File: src/rtl/tx_frame_sequencer_pkg.sv
// Shared types and codes for the 16-QAM TX frame sequencer.
// Holds the state encoding, the symbol-source select codes and the divider defaults.
package tx_frame_sequencer_pkg;

    typedef enum logic [2:0] {
        ST_IDLE  = 3'd0,
        ST_RAMP  = 3'd1,
        ST_PRE   = 3'd2,
        ST_PAY   = 3'd3,
        ST_FLUSH = 3'd4
    } state_t;

    localparam logic [1:0] SEL_ZERO = 2'b00;
    localparam logic [1:0] SEL_PRE  = 2'b01;
    localparam logic [1:0] SEL_LFSR = 2'b10;

    localparam int DEF_SPS     = 4;
    localparam int DEF_SYM_DIV = 16;

endpackage

File: src/rtl/tx_enable_divider.sv
// Free-running clock divider producing the sample/symbol enables and the phase count.
// Enables are decoded straight from the registered count, so they carry no extra latency.
module tx_enable_divider
    import tx_frame_sequencer_pkg::*;
#(
    parameter int SPS     = DEF_SPS,
    parameter int SYM_DIV = DEF_SYM_DIV
) (
    input  logic       clk,
    input  logic       reset_n,
    output logic       samp_en,
    output logic       sym_en,
    output logic [3:0] phase
);

    logic [3:0] cnt;

    always_ff @(posedge clk or negedge reset_n) begin
        if (!reset_n) begin
            cnt <= '0;
        end else if (cnt == 4'(SYM_DIV - 1)) begin
            cnt <= '0;
        end else begin
            cnt <= cnt + 4'd1;
        end
    end

    // SPS is a power of two, so the modulo reduces to a mask.
    assign samp_en = ((cnt & 4'(SPS - 1)) == 4'(SPS - 1));
    assign sym_en  = (cnt == 4'(SYM_DIV - 1));
    assign phase   = cnt;

endmodule

File: src/rtl/tx_frame_sequencer.sv
// Burst sequencer for the TX chain: RAMP zeros, PREAMBLE, PAYLOAD, FLUSH zeros.
// All state changes land on sym_en so every output holds steady for a whole symbol.
module tx_frame_sequencer
    import tx_frame_sequencer_pkg::*;
#(
    parameter int SPS       = DEF_SPS,
    parameter int SYM_DIV   = DEF_SYM_DIV,
    parameter int RAMP_LEN  = 4,
    parameter int PRE_LEN   = 8,
    parameter int FLUSH_LEN = 6,
    parameter int LEN_W     = 16
) (
    input  logic             clk,
    input  logic             reset_n,
    input  logic             start,
    input  logic             abort,
    input  logic [LEN_W-1:0] payload_len,
    output logic             samp_en,
    output logic             sym_en,
    output logic [3:0]       phase,
    output logic             lfsr_en,
    output logic [1:0]       sym_sel,
    output logic [3:0]       pre_sym,
    output logic [LEN_W-1:0] sym_index,
    output logic             busy,
    output logic             done,
    output state_t           state
);

    logic [LEN_W-1:0] len;
    logic             pending;
    logic             abort_flag;
    logic             active;
    logic             to_flush;

    tx_enable_divider #(
        .SPS     (SPS),
        .SYM_DIV (SYM_DIV)
    ) u_div (
        .clk     (clk),
        .reset_n (reset_n),
        .samp_en (samp_en),
        .sym_en  (sym_en),
        .phase   (phase)
    );

    assign active  = (state == ST_RAMP) || (state == ST_PRE) || (state == ST_PAY);
    assign lfsr_en = sym_en && (state == ST_PAY);

    // A requested abort and a natural end share this one path, so FLUSH is entered once.
    always_comb begin
        to_flush = 1'b0;
        if (sym_en) begin
            if (active && abort_flag) begin
                to_flush = 1'b1;
            end else if (state == ST_PRE && sym_index == LEN_W'(PRE_LEN - 1) && len == '0) begin
                to_flush = 1'b1;
            end else if (state == ST_PAY && sym_index == len - LEN_W'(1)) begin
                to_flush = 1'b1;
            end
        end
    end

    always_ff @(posedge clk or negedge reset_n) begin
        if (!reset_n) begin
            state      <= ST_IDLE;
            sym_sel    <= SEL_ZERO;
            pre_sym    <= 4'h0;
            sym_index  <= '0;
            busy       <= 1'b0;
            done       <= 1'b0;
            len        <= '0;
            pending    <= 1'b0;
            abort_flag <= 1'b0;
        end else begin
            done <= 1'b0;
            if (state == ST_IDLE && start) begin
                pending <= 1'b1;
                len     <= payload_len;
            end
            if (active && abort) begin
                abort_flag <= 1'b1;
            end
            if (to_flush) begin
                state      <= ST_FLUSH;
                sym_index  <= '0;
                sym_sel    <= SEL_ZERO;
                pre_sym    <= 4'h0;
                abort_flag <= 1'b0;
            end else if (sym_en) begin
                unique case (state)
                    ST_IDLE: begin
                        if (pending) begin
                            state     <= ST_RAMP;
                            pending   <= 1'b0;
                            busy      <= 1'b1;
                            sym_index <= '0;
                        end
                    end
                    ST_RAMP: begin
                        if (sym_index == LEN_W'(RAMP_LEN - 1)) begin
                            state     <= ST_PRE;
                            sym_index <= '0;
                            sym_sel   <= SEL_PRE;
                            pre_sym   <= 4'h0;
                        end else begin
                            sym_index <= sym_index + LEN_W'(1);
                        end
                    end
                    ST_PRE: begin
                        if (sym_index == LEN_W'(PRE_LEN - 1)) begin
                            state     <= ST_PAY;
                            sym_index <= '0;
                            sym_sel   <= SEL_LFSR;
                            pre_sym   <= 4'h0;
                        end else begin
                            sym_index <= sym_index + LEN_W'(1);
                            pre_sym   <= sym_index[0] ? 4'h0 : 4'hF;
                        end
                    end
                    ST_PAY: begin
                        sym_index <= sym_index + LEN_W'(1);
                    end
                    ST_FLUSH: begin
                        if (sym_index == LEN_W'(FLUSH_LEN - 1)) begin
                            state     <= ST_IDLE;
                            sym_index <= '0;
                            busy      <= 1'b0;
                            done      <= 1'b1;
                        end else begin
                            sym_index <= sym_index + LEN_W'(1);
                        end
                    end
                    default: begin
                        state <= ST_IDLE;
                        busy  <= 1'b0;
                    end
                endcase
            end
        end
    end

endmodule

File: config.mk
export PLATFORM = sky130hd
export DESIGN_NAME = tx_frame_sequencer
export DESIGN_NICKNAME = d
export VERILOG_FILES = /design/src/rtl/tx_frame_sequencer_pkg.sv /design/src/rtl/tx_enable_divider.sv /design/src/rtl/tx_frame_sequencer.sv
export SDC_FILE = /design/constraint.sdc
export NUM_CORES = 1
export LEC_CHECK = 0
export CAP_MARGIN = 20
export CORE_UTILIZATION = 55
export CTS_BUF_LIST = sky130_fd_sc_hd__clkbuf_8
export DETAILED_ROUTE_END_ITERATION = 12
export GPL_ROUTABILITY_DRIVEN = 1
export PLACE_DENSITY = 0.86
export SLEW_MARGIN = 20
export SYNTH_ARGS = -nofsm -noshare
export SYNTH_HDL_FRONTEND = slang
export SYNTH_SLANG_ARGS = --single-unit
File: constraint.sdc
create_clock -name clk -period 5.2 [get_ports clk]
set_input_delay 1.04 -clock clk [delete_from_list [all_inputs] [get_ports clk]]
set_output_delay 1.04 -clock clk [all_outputs]
set_load 0.005 [all_outputs]
==> flow_summary.ini, run 1 <==
[status]
outcome = finished, final reports clean

[final_layout]
utilization_pct = 69.8
n_fill_cell = 405
final_layout_size_suffix_gt1_share_pct = 11.5
diodes = 0
layout.nets = 389
syn_to_final_growth_pct = 21.8

[sta]
skew_ps = 12.0
setup_viol = 0
fmax_ghz = 0.316
finalHoldViolCount = 0
setup-tns-final_ps = 0
slew_violations = 0
tightest_slew_ps = 1010
finalCritPeriodShare_pct = 60.9
final.setup.worst_slack_ps = 2030
finalCriticalPeriod_ps = 3170
rsz0062_at_grt = false
maxSlewHeadroom_pct = 32.7

[placement]
dp_hpwl_um = 5110
routabilityCongestion = 0.929
dpl_worst_slack_ps = 2210
portBuffers = 53

[synthesis]
post-synth-top-count-cell = dfrtp_1
synth_top_area_share_pct = 39.3
synthCells = 322
netlist_top_cells_count = dfrtp_1, nor2_1, nand2_1, o21ai_0, nor3_1
yosysTopAreaCell = dfrtp_1
synth_enable_flop_cells = 0
ys_seq_area_share_pct = 39.3
synth_nets = 346
synthFlopType = dfrtp_1
ys_ff_latch = 46
yosys_warnings = 0
synth.area.top_cells = dfrtp_1, mux2_2, o21ai_0
async_reset_ff_share_pct = 100
synth_area_um2 = 2930
synth_area_per_cell_um2 = 9.09
ys_types = 57

[drt]
viasPerCell = 6.08
wl_per_cell_um = 15.9
drt_iter0_markers = 222
drtPass1Iterations = 5
num_vias = 2651
drc = 0
antenna_left = 0
wirelength_um = 6930

[global_route]
grt_max_degree = 47
grt_use_total_pct = 25.9
antenna_found_initial = 0
grt_overflow_total = 0
grt_pass1_wl_um = 10900
grt_pass1_vias = 2287

[floorplan]
core.rowCount = 26
pin_count = 54
die_y_um = 75.0
die_width_um = 75.0
core_um2 = 5110
die-area_um2 = 5620
initial_utilization_pct = 57.3

[flow_run]
drv_cap = 0

[clocking]
numCtsBuffers = 5
hold_buffers = 0
clkTransAtPathRegs_ps = 90
cts_htree_levels = 2
cts_buffer_depth = 2
cts.sinks = 46
cts_resized = 0
cts_setup_buffers = 0
cts_tree = yes
insertion_delay_ps = 310
cts-root-buf = clkbuf_8

[worst_setup_path]
critPathArrivalTime_ps = 2130
required_ps = 4160
max_stage_delay_ps = 550
cp_cell_sequence = ha_1, nand3_1, inv_1, clkdlybuf4s50_1
r2r-start = u_div.phase[0]
r2r-end = sym_index[14]
crit_type = flip-flop to primary output
r2r_slack_ps = 2130
start_kind = flip-flop
crit_slowest_cell = clkdlybuf4s50_1
reg2reg_depth = 8
crit_fanout = 7
end_kind = primary output

[min_path]
worstHoldStart = pending
min_to = pending
hold_path.class = flip-flop to flip-flop
min_path_cells = 1

[pwr]
p_leak_nw = 1.41
p_total_mw = 0.717
ir_drop_mv = 0.149
pwr_density_cell_nw_per_um2 = 201
[worst max-delay path, delay by kind of cell (launching register included)]
kind	cells	cell delay [ps]
buffers and inverters	2	860
DFF	1	420
and+or+nand+nor	1	290
adders and majority gates	1	260
[registers in the layout, summed over array words and instances (netlist names)]
name,flops
pre_sym,1
sym_index,16
sym_sel,2
done,1
pending,1
len,16
abort_flag,1
busy,1
state,3
u_div.phase,4
[layer usage]
layer  GRT usage (%)  wire [um]
met3            4.69        437
met5               0          0
met4            11.7        188
met2            41.0       3260
met1            34.6       3050
[through the flow]
| stage | hold slack [ps] | cell area [um^2] | cells |
|---|---|---|---|
| after floorplan | 451 | 2930 | 322 |
| after global placement | 464 | 3440 | 427 |
| after detailed placement | 485 | 3440 | 427 |
| after CTS | 497 | 3540 | 435 |
| after global routing | 539 | 3560 | 436 |
| final | 503 | 3560 | 436 |
[how the worst max path moves through the flow]
| stage | start | endpoint | slack (ps) | depth (start not counted) |
|---|---|---|---|---|
| 3_5_place_dp | len[0] | sym_index[0] | 2210 | 9 |
| 3_3_place_gp | len[0] | sym_index[0] | 2270 | 9 |
| 4_1_cts | u_div.phase[0] | sym_en | 2040 | 4 |
| 6_report | u_div.phase[0] | sym_en | 2030 | 4 |
| 2_1_floorplan | len[0] | sym_index[5] | 2640 | 10 |
| 5_1_grt | u_div.phase[0] | sym_index[14] | 1850 | 8 |
[cell families (layout without fill, tap and decap cells)]
family | count (synthesis) | in the layout | share of synthesized area [%]
DFF | 46 | 46 | 39.3
buffers and inverters | 34 | 78 | 5.51
and+or+nand+nor | 132 | 132 | 25.2
xor gates and xnor gates | 16 | 16 | 4.79
AOI/OAI and AO/OA | 75 | 75 | 17.9
muxes | 15 | 15 | 5.56
adders and majority gates | 4 | 4 | 1.71
[cell type report]
type	count	area (um^2)	share of cell area [%]
Clock buffer	7	96.3	2.70
Clock inverter	1	8.76	0.246
Inverter	16	60.1	1.68
Multi-Input combinational cell	242	1620	45.3
Sequential cell	46	1150	32.3
Tap cell	70	87.6	2.46
Timing Repair Buffer	54	546	15.3
[placed cells by master, fill, tap and decap left out, drive strengths merged, types with 5 or more instances in the layout]
master,Yosys,final
mux2i,5,5
nor4,9,9
and3,14,14
dfrtp,46,46
clkdlybuf4s50,0,52
a21oi,14,14
xnor2,7,7
o21ai,19,19
nor2,34,34
a22o,6,6
clkbuf,9,7
mux2,10,10
nand2,22,22
xor2,9,9
o31ai,7,7
nor3,18,18
inv,16,16
nand3,11,11
[report_power, final]
group	total (mW)	internal, mW	switching (mW)
Combinational	0.0797	0.0414	0.0384
Sequential	0.389	0.369	0.0201
Clock	0.248	0.122	0.126
(Power assumes the default switching activity.)
==> run 2: changes to the inputs <==
Settings changed: CORE_UTILIZATION 55 to 49, PLACE_DENSITY 0.86 to 0.82.
Clock period 5.2 ns to 2.75 ns, I/O delays scaled along.
==> flow_summary.ini, run 2 (synthesis gave the netlist of run 1 again) <==
[final_layout]
layout.cells.non_filler = 464
n_fill_cell = 444
layout.nets = 415
final_layout_size_suffix_gt1_share_pct = 18.9
final_cell_mix = clkdlybuf4s50_1, dfrtp_1, buf_4, nor2_1, nand2_1
syn_to_final_growth_pct = 31.3
diodes = 0
layout_commonest_cell = clkdlybuf4s50_1

[sta]
finalCriticalPeriod_ps = 2660
slew_violations = 0
rsz0062_at_grt = true
fmax_ghz = 0.376
skew_ps = 12.5
maxSlewHeadroom_pct = 37.4
setup_viol = 0
finalHoldViolCount = 0
tightest_slew_ps = 927
final.setup.worst_slack_ps = 88.8
finalCritPeriodShare_pct = 96.8

[status]
outcome = finished, final reports clean

[clocking]
numCtsBuffers = 5
cts_tree = yes
clkTransAtPathRegs_ps = 100
hold_buffers = 0
cts-root-buf = clkbuf_8
cts.sinks = 46
cts_htree_levels = 2
cts_buffer_depth = 2
insertion_delay_ps = 320

[drt]
drt_iter0_markers = 304
viasPerCell = 5.96
wl_per_cell_um = 15.7
num_vias = 2765
drc = 0
wirelength_um = 7290
drtPass1Iterations = 5
antenna_left = 0

[worst_setup_path]
crit_fanout = 11
critPathArrivalTime_ps = 2870
r2r-end = sym_index[0]
cp_cell_sequence = inv_2, ha_4, nor4b_4, and3_4, xnor2_2, or3_4, a211oi_4, nand3_2, a21oi_4, buf_12, a211oi_1
crit_type = flip-flop to flip-flop
start_kind = flip-flop
crit_slowest_cell = dfrtp_1
end_kind = flip-flop
max_stage_delay_ps = 410
r2r_slack_ps = 90
reg2reg_depth = 11
required_ps = 2960
r2r-start = len[1]

[pwr]
ir_drop_mv = 0.255
combPwrFrac_pct = 10.7
swShare_pct = 23.8
pwr-share-clk_pct = 41.3
internal_power_mw = 1.17
p_leak_nw = 1.56
switching_power_mw = 0.366
power_frac_seq_pct = 47.9
pwr_density_cell_nw_per_um2 = 400

[floorplan]
die-area_um2 = 6290
core.rowCount = 27
initial_utilization_pct = 51.9
die_width_um = 79.3
core_um2 = 5640
die_y_um = 79.3
pin_count = 54

[global_route]
antenna_found_initial = 0
grt_pass1_wl_um = 12200
grt_pass1_vias = 2488
grt_max_degree = 27
grt_use_total_pct = 24.8
grt_overflow_total = 0

[flow_run]
drv_cap = 0

[placement]
routabilityCongestion = 0.878
dpl_worst_slack_ps = 52.5
dpl.cell_count = 452
portBuffers = 53
dp_hpwl_um = 5420

[min_path]
hold_path.class = input port to async pin
==> run 2: area by class of cell <==
class	instances	area, um^2	area share [%]
clock inverters	2	60.1	1.56
flip-flops and latches	46	1150	29.9
repair buffers	80	741	19.3
clock buffers	6	82.6	2.15
multi-input cells	242	1660	43.2
well taps	72	90.1	2.34
inverters	16	60.1	1.56
==> run 2: layer usage <==
layer  share of wire (%)  track usage (%)
met5                   0                0
met4                 1.3             8.91
met3                 5.8             3.33
met2                  48             38.9
met1                  45             34.9
==> run 2: what timing repair did <==
item                       CTS  global route
resized for setup            0            10
hold endpoints to repair     0             0
buffers inserted             0             4
setup endpoints to repair    0            21
==> run 2: per-stage QoR <==
stage | cell area (um^2) | power, mW | util [%] | hold slack, ps | TNS, ps
2_1_floorplan | 2930 | 0.833 | - | 254 | 0
3_3_place_gp | 3630 | 0.892 | 64.3 | 470 | 0
3_5_place_dp | 3630 | 0.900 | 64.3 | 489 | 0
4_1_cts | 3770 | 1.52 | 66.8 | 191 | 0
5_1_grt | 3840 | 1.59 | 68.1 | 208 | -278
6_report | 3840 | 1.54 | 68.1 | 172 | 0
==> run 2: worst max-delay path by stage <==
stage / from / end / slack, ps / cells past startpoint
after floorplan: len[0] / sym_index[5] / 190 / 10
after global placement: len[1] / sym_index[15] / 140 / 9
after detailed placement: len[0] / sym_index[6] / 50 / 10
after CTS: len[2] / sym_index[7] / 8 / 8
after global routing: len[1] / sym_index[14] / -40 / 10
final: len[1] / sym_index[0] / 90 / 11
==> run 2: critical path: cells and delay by family, from the launching register on <==
kind / cells / cell delay, ps
AO/OA/AOI/OAI: 3 / 550
XOR/XNOR: 1 / 70
adder cells (fa/ha/maj): 1 / 130
buffers and inverters: 2 / 240
flip-flops: 1 / 410
AND/OR/NAND/NOR: 4 / 1150
==> run 2: power by group through the flow <==
stage | logic, mW | registers, mW | clock network [mW]
final | 0.165 | 0.737 | 0.636
after global routing | 0.183 | 0.742 | 0.665
after CTS | 0.153 | 0.735 | 0.636
after detailed placement | 0.151 | 0.749 | 0
after global placement | 0.145 | 0.747 | 0
after floorplan | 0.0946 | 0.738 | 0
==> run 3: changes to the inputs <==
Settings changed: CORE_ASPECT_RATIO set to 0.9, CORE_UTILIZATION 49 to 55, PLACE_DENSITY 0.82 to 0.86.
Clock period 2.75 ns to 3.22 ns, I/O delays scaled along.
==> flow_summary.ini, run 3 (synthesis gave the netlist of run 1 again) <==
[status]
outcome = finished, final reports clean

[floorplan]
die_y_um = 71.2
pin_count = 54
die-area_um2 = 5620
core_um2 = 4980
die_width_um = 78.9
core.rowCount = 24
initial_utilization_pct = 58.7

[clocking]
cts_htree_levels = 2
cts_buffer_depth = 2
insertion_delay_ps = 320
hold_buffers = 0
clkTransAtPathRegs_ps = 90
cts-root-buf = clkbuf_8
cts_setup_buffers = 0
cts_resized = 0
cts.sinks = 46
numCtsBuffers = 5
cts_tree = yes

[drt]
num_vias = 2692
antenna_left = 0
viasPerCell = 6.15
drtPass1Iterations = 5
wl_per_cell_um = 16.5
drc = 0
wirelength_um = 7240
drt_iter0_markers = 328

[placement]
dp_hpwl_um = 5350
dpl.cell_count = 429
portBuffers = 53
routabilityCongestion = 0.875

[pwr]
ir_drop_mv = 0.236
p_total_mw = 1.19
p_leak_nw = 1.45
pwr_density_cell_nw_per_um2 = 330

[final_layout]
final_cell_mix = clkdlybuf4s50_1, dfrtp_1, nor2_1, nand2_1, o21ai_0
syn_to_final_growth_pct = 23.5
regArea_um2 = 1150
final_layout_size_suffix_gt1_share_pct = 13.1
layout.nets = 396
layout_commonest_cell = clkdlybuf4s50_1
multiInputGateArea_um2 = 1620
n_fill_cell = 394
layout.cells.non_filler = 438
diodes = 0

[global_route]
grt_pass1_wl_um = 12100
grt_overflow_total = 0
grt_use_total_pct = 27.7
grt_pass1_vias = 2473
grt_max_degree = 47
antenna_found_initial = 0

[worst_setup_path]
required_ps = 3430
worst-path-buf-inv = 1
critPathArrivalTime_ps = 3150
crit_fanout = 7
start_kind = flip-flop
max_stage_delay_ps = 420
cp_cell_sequence = inv_1, ha_1, nor4b_4, nand4_1, nor4b_1, a211oi_1, o22ai_1, and3_1, nor2_2, a22o_1
crit_type = flip-flop to flip-flop
critPathTopFamily = simple AND/OR/NAND/NOR gates
crit_slowest_cell = dfrtp_1
end_kind = flip-flop

[sta]
fmax_ghz = 0.340
finalCriticalPeriod_ps = 2940
finalHoldViolCount = 0
slew_violations = 0
maxSlewHeadroom_pct = 26.7
skew_ps = 9.95
tightest_slew_ps = 1080
hold_slack_ps = 317
rsz0062_at_grt = false
finalCritPeriodShare_pct = 91.4
setup_viol = 0
setup-tns-final_ps = 0

[min_path]
hold_path.class = input port to async pin

[flow_run]
drv_cap = 0
run 3: cell count changes in the layout (fill, tap and decap cells not counted), sizes merged:
cell / previous run / this run
buf: 28 / 9
clkinv: 0 / 2
clkbuf: 6 / 5
bufinv: 2 / 1
run 3: final cells by class:
class / instances / share of cell area [%]
flip-flops and latches: 46 / 31.8
repair buffers: 61 / 16.6
clock buffers: 5 / 1.90
well taps: 65 / 2.25
inverters: 16 / 1.66
multi-input cells: 242 / 44.7
clock inverters: 3 / 1.11
run 3: power breakdown:
part | internal, mW | switching [mW]
clock network | 0.229 | 0.210
registers | 0.596 | 0.0332
logic | 0.0646 | 0.0602
run 3: routing by layer:
layer	vias up	share of wire (%)	global-route usage, %	wire (um)
met5	-	0	0	0
met4	0	1.4	8.48	99
met3	10	6.9	4.08	496
met2	127	46	42.6	3360
met1	1285	45	40.7	3280
li1	1270	-	-	-
run 3: path summary, 6_finish.rpt:
path,start,to,slack (ps),cells past startpoint
worst max-delay path,len[0],sym_index[15],280,10
worst min-delay path,reset_n,len[2],320,1
worst max register to register,len[0],sym_index[15],280,10
worst min register to register,pending,pending,500,1
max in group asynchronous,reset_n,len[13],2510,1
min in group clk,pending,pending,500,1
run 3: stage by stage:
step | util, % | setup WS (ps) | instance area (um^2)
2_1_floorplan | - | 659 | 2930
3_3_place_gp | 69.9 | 375 | 3490
3_5_place_dp | 69.9 | 259 | 3490
4_1_cts | 72.1 | 235 | 3590
5_1_grt | 72.6 | 55.4 | 3620
6_report | 72.6 | 276 | 3620
